$ cat config.mk
export PLATFORM = sky130hd
export DESIGN_NAME = bcd_to_operand
export DESIGN_NICKNAME = d
export VERILOG_FILES = /design/src/rtl/bcd_to_operand_pkg.sv /design/src/rtl/bcd_to_operand_frac_double.sv /design/src/rtl/bcd_to_operand.sv
export SDC_FILE = /design/constraint.sdc
export NUM_CORES = 1
export LEC_CHECK = 0
export CAP_MARGIN = 20
export CORE_ASPECT_RATIO = 0.9
export CORE_UTILIZATION = 63
export DETAILED_ROUTE_END_ITERATION = 16
export GPL_TIMING_DRIVEN = 1
export HOLD_SLACK_MARGIN = 0.12
export PLACE_DENSITY = 0.92
export SLEW_MARGIN = 30
export SYNTH_ARGS = -nofsm -noshare
export SYNTH_HDL_FRONTEND = slang
export SYNTH_SLANG_ARGS = --single-unit
$ cat constraint.sdc
create_clock -name CLK -period 5.8 [get_ports CLK]
set_input_delay 1.16 -clock CLK [delete_from_list [all_inputs] [get_ports CLK]]
set_output_delay 1.16 -clock CLK [all_outputs]
set_load 0.05 [all_outputs]
$ cat src/rtl/bcd_to_operand_pkg.sv
// Shared types and constants for the BCD entry-to-operand converter.
package bcd_to_operand_pkg;

  localparam int DEF_OUTPUTWIDTH = 32;

  typedef enum logic [2:0] {
    ST_IDLE   = 3'd0,
    ST_LOAD   = 3'd1,
    ST_INT    = 3'd2,
    ST_FRAC   = 3'd3,
    ST_FINISH = 3'd4
  } state_t;

  // Sign nibble codes shared with the result-to-BCD display path.
  localparam logic [3:0] BCD_SIGN_POS = 4'h0;
  localparam logic [3:0] BCD_SIGN_NEG = 4'hF;

  localparam int INT_DIGITS  = 7;
  localparam int FRAC_DIGITS = 7;
  localparam int INT_W       = 4 * INT_DIGITS;
  localparam int FRAC_W      = 4 * FRAC_DIGITS;

  function automatic logic bcd_has_bad_digit(input logic [INT_W-1:0] digits);
    logic bad;
    bad = 1'b0;
    for (int i = 0; i < INT_DIGITS; i++) begin
      bad = bad | (digits[4*i +: 4] > 4'd9);
    end
    return bad;
  endfunction

endpackage

$ cat src/rtl/bcd_to_operand_frac_double.sv
// One combinational doubling step of a 7-digit BCD fraction; the carry out
// of the most significant digit is the next binary fraction bit.
module bcd_frac_double
  import bcd_to_operand_pkg::*;
(
  input  logic [FRAC_W-1:0] i_frac,
  output logic [FRAC_W-1:0] o_frac,
  output logic              o_carry
);

  logic [FRAC_W-1:0] w_adj;

  // Pre-correct each digit so the following 1-bit shift doubles it in BCD.
  always_comb begin
    w_adj = {FRAC_W{1'b0}};
    for (int i = 0; i < FRAC_DIGITS; i++) begin
      if (i_frac[4*i +: 4] >= 4'd5) begin
        w_adj[4*i +: 4] = i_frac[4*i +: 4] + 4'd3;
      end else begin
        w_adj[4*i +: 4] = i_frac[4*i +: 4];
      end
    end
  end

  assign {o_carry, o_frac} = {w_adj, 1'b0};

endmodule

$ cat src/rtl/bcd_to_operand.sv
// Iterative signed-BCD to two's-complement operand converter (integer or fixed-point).
// BCD_FRAC_ROUND_EN: adds one extra fraction cycle and rounds half-up instead of truncating.
module bcd_to_operand
  import bcd_to_operand_pkg::*;
#(
  parameter int M         = DEF_OUTPUTWIDTH,
  parameter int I_FRAC    = 8,
  parameter int BCD_WIDTH = 60
) (
  input  logic                 CLK,
  input  logic                 RST_N,
  input  logic [BCD_WIDTH-1:0] i_bcd,
  input  logic                 i_fixed,
  input  logic                 i_ce,
  output logic [M-1:0]         o_val,
  output logic                 o_ovf,
  output logic                 o_err,
  output logic                 busy,
  output logic                 done
);

  localparam int ACC_W = M + 4;
`ifdef BCD_FRAC_ROUND_EN
  localparam int FB_W = I_FRAC + 1;
`else
  localparam int FB_W = I_FRAC;
`endif
  localparam int MAG_W = ACC_W + I_FRAC + 1;
  localparam int CNT_W = $clog2(FB_W + INT_DIGITS + 1);

  localparam logic [M-1:0]     MAX_POS   = {1'b0, {(M-1){1'b1}}};
  localparam logic [M-1:0]     MAX_NEG   = {1'b1, {(M-2){1'b0}}, 1'b1};
  localparam logic [CNT_W-1:0] INT_LAST  = CNT_W'(INT_DIGITS - 1);
  localparam logic [CNT_W-1:0] FRAC_LAST = CNT_W'(FB_W - 1);
  localparam logic [CNT_W-1:0] CNT_ONE   = CNT_W'(1);

  state_t              r_state;
  logic [3:0]          r_sign;
  logic [INT_W-1:0]    r_int;
  logic [FRAC_W-1:0]   r_frac;
  logic                r_fixed;
  logic                r_neg;
  logic                r_err;
  logic [ACC_W-1:0]    r_acc;
  logic [FB_W-1:0]     r_fb;
  logic [CNT_W-1:0]    r_cnt;

  logic [FRAC_W-1:0]   w_frac_next;
  logic                w_frac_carry;
  logic [ACC_W-1:0]    w_acc_next;
  logic                w_rnd;
  logic [MAG_W-1:0]    w_mag;
  logic                w_ovf;
  logic [M-1:0]        w_res;
  logic                w_sign_bad;

  bcd_frac_double u_frac_double (
    .i_frac  (r_frac),
    .o_frac  (w_frac_next),
    .o_carry (w_frac_carry)
  );

  // acc*10 + next digit, with *10 built from two shifts.
  assign w_acc_next = (r_acc << 3) + (r_acc << 1)
                    + {{(ACC_W-4){1'b0}}, r_int[INT_W-1 -: 4]};

  assign w_sign_bad = (r_sign != BCD_SIGN_POS) && (r_sign != BCD_SIGN_NEG);

  // Round bit: the extra fraction carry, only meaningful in fixed mode.
  always_comb begin
`ifdef BCD_FRAC_ROUND_EN
    w_rnd = r_fixed & r_fb[0];
`else
    w_rnd = 1'b0;
`endif
  end

  // Magnitude assembly, symmetric saturation check and sign application.
  always_comb begin
    if (r_fixed) begin
      w_mag = {1'b0, r_acc, r_fb[FB_W-1 -: I_FRAC]};
    end else begin
      w_mag = {{(I_FRAC+1){1'b0}}, r_acc};
    end
    w_mag = w_mag + {{(MAG_W-1){1'b0}}, w_rnd};
    w_ovf = (w_mag > {{(MAG_W-M){1'b0}}, MAX_POS});
    if (r_neg) begin
      w_res = {M{1'b0}} - w_mag[M-1:0];
    end else begin
      w_res = w_mag[M-1:0];
    end
  end

  // Conversion FSM with registered outputs.
  always_ff @(posedge CLK or negedge RST_N) begin
    if (!RST_N) begin
      r_state <= ST_IDLE;
      r_sign  <= 4'h0;
      r_int   <= {INT_W{1'b0}};
      r_frac  <= {FRAC_W{1'b0}};
      r_fixed <= 1'b0;
      r_neg   <= 1'b0;
      r_err   <= 1'b0;
      r_acc   <= {ACC_W{1'b0}};
      r_fb    <= {FB_W{1'b0}};
      r_cnt   <= {CNT_W{1'b0}};
      o_val   <= {M{1'b0}};
      o_ovf   <= 1'b0;
      o_err   <= 1'b0;
      busy    <= 1'b0;
      done    <= 1'b0;
    end else begin
      case (r_state)
        ST_IDLE: begin
          done <= 1'b0;
          if (i_ce) begin
            r_sign  <= i_bcd[INT_W+FRAC_W +: 4];
            r_int   <= i_bcd[FRAC_W +: INT_W];
            r_frac  <= i_bcd[FRAC_W-1:0];
            r_fixed <= i_fixed;
            busy    <= 1'b1;
            r_state <= ST_LOAD;
          end
        end
        ST_LOAD: begin
          // Fraction digits only matter, and are only checked, in fixed mode.
          r_err   <= w_sign_bad | bcd_has_bad_digit(r_int)
                   | (r_fixed & bcd_has_bad_digit(r_frac));
          r_neg   <= (r_sign == BCD_SIGN_NEG);
          r_acc   <= {ACC_W{1'b0}};
          r_fb    <= {FB_W{1'b0}};
          r_cnt   <= {CNT_W{1'b0}};
          r_state <= ST_INT;
        end
        ST_INT: begin
          r_acc <= w_acc_next;
          r_int <= {r_int[INT_W-5:0], 4'h0};
          if (r_cnt == INT_LAST) begin
            r_cnt   <= {CNT_W{1'b0}};
            r_state <= r_fixed ? ST_FRAC : ST_FINISH;
          end else begin
            r_cnt <= r_cnt + CNT_ONE;
          end
        end
        ST_FRAC: begin
          r_frac <= w_frac_next;
          r_fb   <= {r_fb[FB_W-2:0], w_frac_carry};
          if (r_cnt == FRAC_LAST) begin
            r_cnt   <= {CNT_W{1'b0}};
            r_state <= ST_FINISH;
          end else begin
            r_cnt <= r_cnt + CNT_ONE;
          end
        end
        ST_FINISH: begin
          if (r_err) begin
            o_val <= {M{1'b0}};
            o_err <= 1'b1;
            o_ovf <= 1'b0;
          end else if (w_ovf) begin
            o_val <= r_neg ? MAX_NEG : MAX_POS;
            o_err <= 1'b0;
            o_ovf <= 1'b1;
          end else begin
            o_val <= w_res;
            o_err <= 1'b0;
            o_ovf <= 1'b0;
          end
          done    <= 1'b1;
          busy    <= 1'b0;
          r_state <= ST_IDLE;
        end
        default: begin
          busy    <= 1'b0;
          done    <= 1'b0;
          r_state <= ST_IDLE;
        end
      endcase
    end
  end

endmodule

==> results of run 1 <==
==> metal layers <==
layer / share of wire [%] / track usage, % / vias to the layer above
li1: - / - / 4782
met1: 42 / 46.2 / 4945
met2: 46 / 54.7 / 596
met3: 8.7 / 6.31 / 94
met4: 2.8 / 14.1 / 0
met5: 0 / 0 / -
==> cell usage after synthesis (9+ instances only) <==
library cell  instances
a211oi_1             14
clkbuf_1             54
or3_1                11
xor2_1               26
o21ai_0             128
o211ai_1              9
o31ai_1               9
a31oi_1              42
nand2_1             218
xnor2_1              21
ha_1                 84
nor3b_1              11
nor2_1               99
a21oi_1              86
dfrtp_1             150
nand4_1              15
mux2i_1              39
inv_1                38
nand3_1              18
a22o_1               14
nand2b_1             19
nor3_1               29
a21o_1               15
==> cells in the final DEF, fill, tap and decap left out, types with 6 or more instances in the layout <==
master | synthesis | layout
nor4_1 | 7 | 7
a21oi_1 | 86 | 86
nor3b_1 | 11 | 11
o21ai_0 | 128 | 128
and3_1 | 7 | 7
o21a_1 | 7 | 7
nand2b_1 | 19 | 18
o211ai_1 | 9 | 9
nand2_1 | 218 | 218
ha_1 | 84 | 84
a22o_1 | 14 | 14
o31ai_1 | 9 | 9
clkbuf_16 | 0 | 17
xnor2_1 | 21 | 21
buf_4 | 1 | 11
o41ai_1 | 7 | 7
clkdlybuf4s50_1 | 0 | 98
mux2_2 | 7 | 7
nor2_1 | 99 | 98
or3_1 | 11 | 11
nor3_1 | 29 | 29
mux2i_1 | 39 | 39
dfrtp_1 | 150 | 149
a31oi_1 | 42 | 42
nor2b_1 | 7 | 7
a21o_1 | 15 | 15
nand4_1 | 15 | 15
nand3b_1 | 6 | 6
nand3_1 | 18 | 18
inv_1 | 38 | 38
a32oi_1 | 7 | 7
xor2_1 | 26 | 26
a211oi_1 | 14 | 14
==> worst max path at each step <==
stage / start / to / slack, ns
final: r_acc[2] / r_acc[35] / 2.12
after global routing: r_acc[0] / r_acc[35] / 1.87
after CTS: r_fixed / o_val[16] / 2.04
after detailed placement: r_fixed / o_val[24] / 2.10
after global placement: r_fixed / o_val[24] / 2.24
after floorplan: r_acc[2] / r_acc[35] / 2.48
==> where the power goes <==
part | switching, mW | total [mW] | internal, mW
registers | 0.725 | 2.23 | 1.50
logic | 3.16 | 5.23 | 2.07
clock network | 0.511 | 1.17 | 0.654
==> area by class of cell <==
cell class	instances	share of cell area, %
clock buffers	17	3.43
clock inverters	15	1.45
inverters	38	1.15
multi-input cells	1033	52.9
flip-flops and latches	150	30.3
well taps	207	2.09
repair buffers	110	8.69
==> stage by stage <==
stage          utilization (%)  area (um2)  cells
4_1_cts                   75.6       12400   1570
2_1_floorplan                -       10800   1291
3_3_place_gp              71.9       11800   1538
6_report                  75.6       12400   1570
3_5_place_dp              71.9       11800   1538
5_1_grt                   75.6       12400   1570
==> sequential cells by signal, summed over array words and instances, names as in the netlist <==
signal / cells
r_neg: 1
r_state: 3
busy: 1
r_err: 1
r_fixed: 1
o_err: 1
r_acc: 36
r_sign: 4
r_int: 28
o_val: 32
done: 1
o_ovf: 1
r_fb: 8
r_frac: 28
r_cnt: 4
==> cells by family (layout without fill, tap and decap cells) <==
kind of cell / count (synthesis) / after routing
and+or+nand+nor: 466 / 466
AOI/OAI and AO/OA: 387 / 387
DFF: 150 / 150
buffers and inverters: 108 / 180
adders and majority gates: 86 / 86
xor gates and xnor gates: 47 / 47
muxes: 47 / 47
==> impl_metrics.ini, run 1 <==
[critical_path]
path_cells = inv_1, fa_1, inv_1, ha_1, a211oi_1, o211a_1, o31ai_2, a311oi_2, o21ba_2, nor3_1, o311ai_0, nand3_1
cp.depth = 12
reg2reg_slack_ns = 2.12
worst-r2r-cell-count = 12
crit_slowest_cell = dfrtp_1
path_buf_inv = 2
required_ns = 6.11
startpoint_type = flip-flop
timing.critical_path.mode_cell = inv_1
cpPeakStageDelay_ns = 0.58
critPathKind = flip-flop to flip-flop
worstPathArrival_ns = 3.99
r2r_start = r_acc[2]
cp-end-kind = flip-flop
r2r_end = r_acc[35]
path_delay_family = compound AO/OA/AOI/OAI gates
cp_max_fo = 10

[clock_network]
clkTransAtPathRegs_ns = 0.07
clockBufferDepth = 2
cts_resized = 0
cts_tree = yes
ctsHtreeMaxLevel = 4
root_buffer = clkbuf_16
cts-hold-fix-buffers = 0
post-cts-setup-buffer-count = 0
clock_latency_ns = 0.44
numCtsBuffers = 17
cts.sinks = 150

[power_and_ir_drop]
power_mw = 8.62
ir_drop_v = 0.000350
p_leak_nw = 5.42
power_density_nw_per_um2 = 695

[floorplan]
start_util_pct = 65.6
rows = 44
dieArea_um2 = 17600
dieHeight_um = 126
io_pins = 100
chipWidth_um = 140
core_um2 = 16400

[job]
drv_cap = 0

[timing]
finalSetupViolations = 0
setup-tns-final_ns = 0
setup_slack_ns = 2.12
holdWs_ns = 0.478
fin_crit_ns = 3.68
fin_crit_sh_pct = 63.5
max_freq_mhz = 272
finalHoldViolations = 0
slew_viol_final = 0
worst_pin_slew_ns = 0.950
rsz0062_at_grt = no
skew_ns = 0.0106
relSlewSlack_pct = 36.7

[yosys]
syn-instance-count = 1291
synth_top_family_by_area = compound AO/OA/AOI/OAI gates
ys_seq_area_share_pct = 34.9
yosys_warnings = 0
synth_flop_cell = dfrtp_1
synth_compound_area_share_pct = 22.4
synth.distinct_cells = 75
avgSynthCellArea_um2 = 8.33
synth-xor-area-share_pct = 3.83
synth_area_leaders = dfrtp_1 35%, ha_1 9.8%, nand2_1 7.6%
async_flop_share_pct = 100
yosys.area_share.simple_pct = 20.1
syn_nets = 1441
synthMuxAreaShare_pct = 4.49
synth_area_leader_cell = dfrtp_1
synthAdderAreaFrac_pct = 10.1
ys_ff_latch = 150
synth_area_um2 = 10800
synth_edf_count = 0
yosysTopAreaCellShare_pct = 34.9

[grt]
antenna_found_initial = 0
grt_usage_pct = 34.3
grt_max_degree = 114
gr-total-overflow = 0
grt_pass1_wl_mm = 48.6
grt_pass1_vias = 9908

[min_path]
hp-start = o_val[0]
min_to = o_val[0]
min_path_cells = 1
hold_class = flip-flop to flip-flop

[routing]
ant_nets = 0
drcViolationCount = 0
routed_via_density = 6.64
vias = 10417
wire_per_inst_um = 18.7
drtIter0Drc = 1337
wl_mm = 29.4
dr.pass1.iters = 6

[cells_and_area]
area_growth_pct = 15.4
seq_area_um2 = 3760
fin_nets = 1500
fillers = 1109
layout-drive-gt1-share_pct = 5.28
diodes = 0
multi_input_area_um2 = 6570

[place]
place_hpwl_mm = 20.2
pre_cts_slack_ns = 2.10
portBuffers = 99
routabilityCongestion = 0.957

[run_status]
status = completed
No activity file was read; power rests on OpenSTA's default activity.
==> run 2: changes to the inputs <==
Settings changed: CORE_UTILIZATION 63 to 59, PLACE_DENSITY 0.92 to 0.88.
Clock period 5.8 ns to 3.7 ns, I/O delays scaled along.
==> impl_metrics.ini, run 2 (synthesis gave the netlist of run 1 again) <==
[run_status]
status = completed

[cells_and_area]
area_growth_pct = 17.0
diodes = 0
top_register = r_acc
largest_reg_flops = 36
final_cell_mix = 218 x nand2_1, 149 x dfrtp_1, 128 x o21ai_0
layout_commonest_cell = nand2_1
final_util_pct = 71.0
fillers = 1355
largestRegisters = r_acc (36), o_val (32)
layout-drive-gt1-share_pct = 6.52
fin_nets = 1518

[grt]
gr-total-overflow = 0
grt_usage_pct = 31.6
grt_pass1_wl_mm = 46.7
grt_pass1_vias = 9414
grt_max_degree = 76
antenna_found_initial = 0

[critical_path]
cp_max_fo = 9
critPathKind = flip-flop to flip-flop
cp-end-kind = flip-flop
worstPathArrival_ns = 3.72
required_ns = 4.02
crit_start = r_acc[1]
startpoint_type = flip-flop
r2r_start = r_acc[1]

[clock_network]
numCtsBuffers = 17
cts_resized = 0
clock_latency_ns = 0.44
cts-hold-fix-buffers = 0
cts.sinks = 150
clkTransAtPathRegs_ns = 0.07
root_buffer = clkbuf_16
post-cts-setup-buffer-count = 0
cts_tree = yes
ctsHtreeMaxLevel = 4
clockBufferDepth = 2

[place]
routabilityCongestion = 0.986
place_hpwl_mm = 20.9
pre_cts_slack_ns = 0.404
portBuffers = 99

[routing]
drtIter0Drc = 964
routed_via_density = 6.28
wl_mm = 29.0
vias = 10180
ant_nets = 0
wire_per_inst_um = 17.9
dr.pass1.iters = 5
drcViolationCount = 0

[timing]
finalHoldViolations = 0
relSlewSlack_pct = 40.8
setup_slack_ns = 0.302
fin_crit_sh_pct = 91.8
finalSetupViolations = 0
fin_crit_ns = 3.40
rsz0062_at_grt = no
skew_ns = 0.0128
max_freq_mhz = 294
slew_viol_final = 0
setup-tns-final_ns = 0
worst_pin_slew_ns = 0.889

[floorplan]
rows = 46
dieArea_um2 = 18800
chipWidth_um = 144
core_um2 = 17700
io_pins = 100
dieHeight_um = 130
start_util_pct = 60.7

[power_and_ir_drop]
power_frac_comb_pct = 61.6
seqPwrFrac_pct = 25.2
power.internal_mw = 6.71
power_density_nw_per_um2 = 1070
ir_drop_v = 0.000531
p_leak_nw = 5.51
pwr-share-clk_pct = 13.1
switching_share_pct = 50.1
power.net_switching_mw = 6.75
power_mw = 13.5

[min_path]
hold_class = primary input to asynchronous set/reset pin

[job]
drv_cap = 0
[run 2: power by group through the flow]
| stage | Sequential, mW | Combinational, mW | Clock (mW) |
|---|---|---|---|
| after global routing | 3.46 | 9.22 | 1.85 |
| after floorplan | 3.26 | 6.06 | 0 |
| after CTS | 3.34 | 8.19 | 1.77 |
| after global placement | 3.32 | 7.84 | 0 |
| final | 3.40 | 8.29 | 1.77 |
| after detailed placement | 3.35 | 8.08 | 0 |
[run 2: through the flow]
stage / area [um2] / cells / hold WS (ns)
floorplan: 10800 / 1291 / 0.444
global placement: 12000 / 1589 / 0.462
detailed placement: 12000 / 1589 / 0.470
CTS: 12600 / 1621 / 0.356
global route: 12600 / 1621 / 0.388
finish: 12600 / 1621 / 0.327
[run 2: area by class of cell]
cell class,count,area (um2),share of cell area [%]
clock buffer,17,425,3.38
multi-input combinational,1033,6570,52.2
timing repair buffer,128,1220,9.72
tap,240,300,2.39
clock inverter,15,165,1.31
inverter,38,143,1.13
sequential,150,3750,29.9
[run 2: final timing paths]
kind / end / slack, ns / depth (start not counted)
worst max-delay path: r_acc[22] / 0.30 / 11
worst min-delay path: r_acc[21] / 0.33 / 1
worst max register to register: r_acc[22] / 0.30 / 11
worst min register to register: o_val[6] / 0.48 / 2
max in group asynchronous: r_fb[4] / 2.58 / 2
min in group CLK: o_val[6] / 0.48 / 2
[run 2: worst max-delay path: stages, from the launching register on]
cell      delay (ns)
dfrtp_1         0.53
ha_1            0.31
ha_1            0.26
fa_1            0.42
a21oi_1         0.27
o211ai_1        0.20
a31o_2          0.28
o211ai_1        0.34
o21ai_0         0.17
a41oi_1         0.27
xnor2_1         0.14
o21ai_0         0.08
[run 2: layer usage]
| layer | up-vias | part of all wire (%) | GRT usage, % |
|---|---|---|---|
| met5 | - | 0 | 0 |
| met4 | 0 | 2.4 | 11.5 |
| met3 | 68 | 7.2 | 5.72 |
| met2 | 439 | 46 | 50.1 |
| met1 | 4848 | 44 | 43.3 |
| li1 | 4825 | - | - |
==> run 3: changes to the inputs <==
Settings changed: CELL_PAD_IN_SITES_DETAIL_PLACEMENT set to 2, CELL_PAD_IN_SITES_GLOBAL_PLACEMENT set to 2, CORE_UTILIZATION 59 to 36.
==> impl_metrics.ini, run 3 (synthesis gave the netlist of run 1 again) <==
[timing]
fin_crit_ns = 3.59
worst_pin_slew_ns = 0.838
max_freq_mhz = 278
relSlewSlack_pct = 44.1
fin_crit_sh_pct = 97.1
skew_ns = 0.0107
finalSetupViolations = 0
rsz0062_at_grt = no
setup-tns-final_ns = 0
slew_viol_final = 0
finalHoldViolations = 0

[clock_network]
clock_latency_ns = 0.46
clockBufferDepth = 2
ctsHtreeMaxLevel = 4
cts_tree = yes
clkTransAtPathRegs_ns = 0.07
numCtsBuffers = 17
root_buffer = clkbuf_16
cts.sinks = 150

[routing]
wire_per_inst_um = 24.2
drtIter0Drc = 690
ant_nets = 0
dr.pass1.iters = 5
routed_via_density = 6.03
vias = 10707
drcViolationCount = 0
wl_mm = 42.9

[grt]
grt_pass1_vias = 11811
grt_usage_pct = 29.0
antenna_found_initial = 0
gr-total-overflow = 0
grt_max_degree = 69
grt_pass1_wl_mm = 68.8

[floorplan]
rows = 59
dieArea_um2 = 30600
start_util_pct = 36.9
dieHeight_um = 166
core_um2 = 29200
chipWidth_um = 184
io_pins = 100

[cells_and_area]
area_growth_pct = 18.8
fin_area_um2 = 12800
final_cell_mix = 218 x nand2_1, 149 x dfrtp_1, 128 x o21ai_0
finalNonFillerCells = 1776
fin_nets = 1518
diodes = 0
layout_commonest_cell = nand2_1
top_register = r_acc
layout-drive-gt1-share_pct = 6.38
largest_reg_flops = 36
fillers = 3189
largestRegisters = r_acc (36), o_val (32)

[critical_path]
path_cells = inv_1, fa_1, inv_1, fa_1, a21oi_1, o211ai_1, a31o_2, o211ai_1, o21ai_0, a41oi_1, xnor2_1, o21ai_0
crit_slowest_cell = fa_1
cpPeakStageDelay_ns = 0.55
cp_max_fo = 4
worstPathArrival_ns = 3.92
critPathKind = flip-flop to flip-flop
required_ns = 4.03
cp-end-kind = flip-flop
startpoint_type = flip-flop
worst-r2r-cell-count = 12

[job]
drv_cap = 0

[place]
dp_cells = 1745
routabilityCongestion = 0.917
place_hpwl_mm = 30.2
place_area_um2 = 12200
portBuffers = 99

[power_and_ir_drop]
p_leak_nw = 5.50
power_mw = 14.6
power_density_nw_per_um2 = 1140
ir_drop_v = 0.000442

[run_status]
status = completed

[min_path]
hold_class = primary input to asynchronous set/reset pin
[run 3: cell type report]
| type | instances | area (um2) | area share [%] |
|---|---|---|---|
| Multi-Input combinational cell | 1033 | 6570 | 51.4 |
| Sequential cell | 150 | 3760 | 29.4 |
| Timing Repair Buffer | 128 | 1230 | 9.67 |
| Tap cell | 396 | 495 | 3.88 |
| Clock buffer | 18 | 429 | 3.36 |
| Clock inverter | 13 | 150 | 1.18 |
| Inverter | 38 | 143 | 1.12 |
[run 3: final timing paths]
path,to,slack [ns],start
min in group CLK,o_val[17],0.48,o_val[17]
max,r_acc[22],0.11,r_int[27]
max in group asynchronous,r_frac[23],2.48,RST_N
min,r_acc[25],0.29,RST_N
max reg2reg,r_acc[22],0.11,r_int[27]
min reg2reg,o_val[17],0.48,o_val[17]
[run 3: metrics by stage]
stage               worst slack (ns)  hold slack [ns]  utilization [%]
finish                         0.108            0.291             43.8
global placement               0.388            0.457             41.8
global route                  0.0133            0.344             43.8
floorplan                      0.377            0.444                -
CTS                            0.148            0.329             43.8
detailed placement             0.182            0.475             41.8
[run 3: critical path, delay by kind of cell (launching register included)]
family	cells	cell delay (ns)
buffers and inverters	2	0.16
adders and majority gates	2	1.02
xor gates and xnor gates	1	0.14
DFF	1	0.35
AOI/OAI and AO/OA	7	1.78
[run 3: timing repair]
action                                  CTS  global route
hold buffers                              0             0
resized for setup                         0             1
buffers inserted                          0             0
endpoints found under the setup margin    0             1
[run 3: metal layers]
layer / global-route usage (%) / wire length [um] / vias up / share of wire (%)
li1: - / - / 4803 / -
met1: 35.8 / 18600 / 5550 / 43
met2: 50.6 / 21800 / 268 / 51
met3: 4.04 / 1260 / 86 / 2.9
met4: 11.3 / 1290 / 0 / 3.0
met5: 0 / 0 / - / 0
[run 3: power breakdown]
part / switching [mW] / internal (mW) / leakage (nW)
logic: 5.83 / 3.42 / 3.34
registers: 1.17 / 2.36 / 1.88
clock network: 0.814 / 1.00 / 0.271
total: 7.81 / 6.77 / 5.50
==> RTL edit, RTL diff (config.mk and constraints of run 3) <==
Build with the macro `BCD_FRAC_ROUND_EN` defined.
--- a/src/rtl/bcd_to_operand.sv
+++ b/src/rtl/bcd_to_operand.sv
@@ -1,5 +1,7 @@
 // Iterative signed-BCD to two's-complement operand converter (integer or fixed-point).
 // BCD_FRAC_ROUND_EN: adds one extra fraction cycle and rounds half-up instead of truncating.
+`define BCD_FRAC_ROUND_EN
+
 module bcd_to_operand
   import bcd_to_operand_pkg::*;
 #(
Behaviour: no difference found for any inputs over 10 cycles, from zero or initial values and one cycle with RST_N low; that may be too few to reach the edited logic, so the function may still have changed.
==> RTL edit against run 3 <==
The flow now finishes with violations (negative setup slack). Synthesized cell count grew 14%. Sequential cell count grew 2. Wire length grew 71%. Fmax shrank 35%. Worst setup slack lost 1.9 ns. Highest routed layer is now met5. Cell count grew 19%. Cell area grew 27%. Largest power group unchanged. Area after synthesis grew 12%. Clock power grew 3%. Critical endpoint is now o_val[15]$_DFFE_PN0P_. Total power grew 19%. Via count grew 34%.
==> RTL edit: results (changes against run 3) <==
crit_slowest_cell: "xnor2_1"  # was fa_1
grtUsageMet2_pct: 65.0  # was 50.6%
grt_usage_pct: 36.8  # was 29.0%
fin_ws_ns: -1.82  # was 0.108 ns
cts_setup_buffers: 32  # was 0
setup_viol: 46  # was 0
critical_path_arrival_ns: 5.95  # was 3.92 ns
ir_worst_vdd_uv: 475  # was 442 µV
yosysSeqAreaShare_pct: 31.5  # was 34.9%
dpl_worst_slack_ns: -0.342  # was 0.182 ns
grt_pass1_wl_mm: 95.6  # was 68.8 mm
placedCellCount: 2021  # was 1745
ys_top_cells_by_area: "dfrtp_1 (31%), ha_1 (9.1%), nand2_1 (7.9%)"  # was dfrtp_1 (35%), ha_1 (9.8%), nand2_1 (7.6%)
antenna_found_initial: 3  # was 0
drtIter0Drc: 1264  # was 690
top_layer: "met5"  # was met4
maxSlewHeadroom_pct: 16.9  # was 44.1%
grt_start_max_net_pins: 89  # was 69
violations: "negative setup slack"
swShare_pct: 55.9  # was 53.6%
outcome: "complete, but fails checks"  # was completed
cpPeakStageDelay_ns: 1.15  # was 0.55 ns
combinationalPowerShare_pct: 68.5  # was 63.4%
gr-usage-met3_pct: 7.22  # was 4.04%
fin_nets: 1836  # was 1518
==> RTL edit: cell types whose count changed in the layout (fill, tap and decap cells not counted), sizes merged, moves of 13 or more <==
cell,delta
a31oi,+16
buf,+150
nand2,+38
nand3,+17
nand4,+19
o21ai,-32
xnor2,+22
xor2,+13
==> RTL edit: cells by family (layout without fill, tap and decap cells) <==
| logic type | after synthesis | in the layout | share of synthesized area, % |
|---|---|---|---|
| flops | 152 | 152 | 31.5 |
| xor+xnor | 82 | 82 | 5.95 |
| buf+inv | 131 | 357 | 4.93 |
| fa+ha+maj | 90 | 90 | 9.45 |
| mux | 52 | 52 | 4.45 |
| compound gates | 392 | 393 | 21.1 |
| simple gates | 569 | 569 | 22.7 |
==> RTL edit: area by class of cell <==
| class | instances | share of cell area (%) |
|---|---|---|
| timing repair buffer | 280 | 15.9 |
| multi-input combinational | 1186 | 53.0 |
| inverter | 45 | 1.05 |
| clock buffer | 19 | 2.73 |
| sequential | 152 | 23.5 |
| clock inverter | 13 | 0.678 |
| tap | 422 | 3.25 |
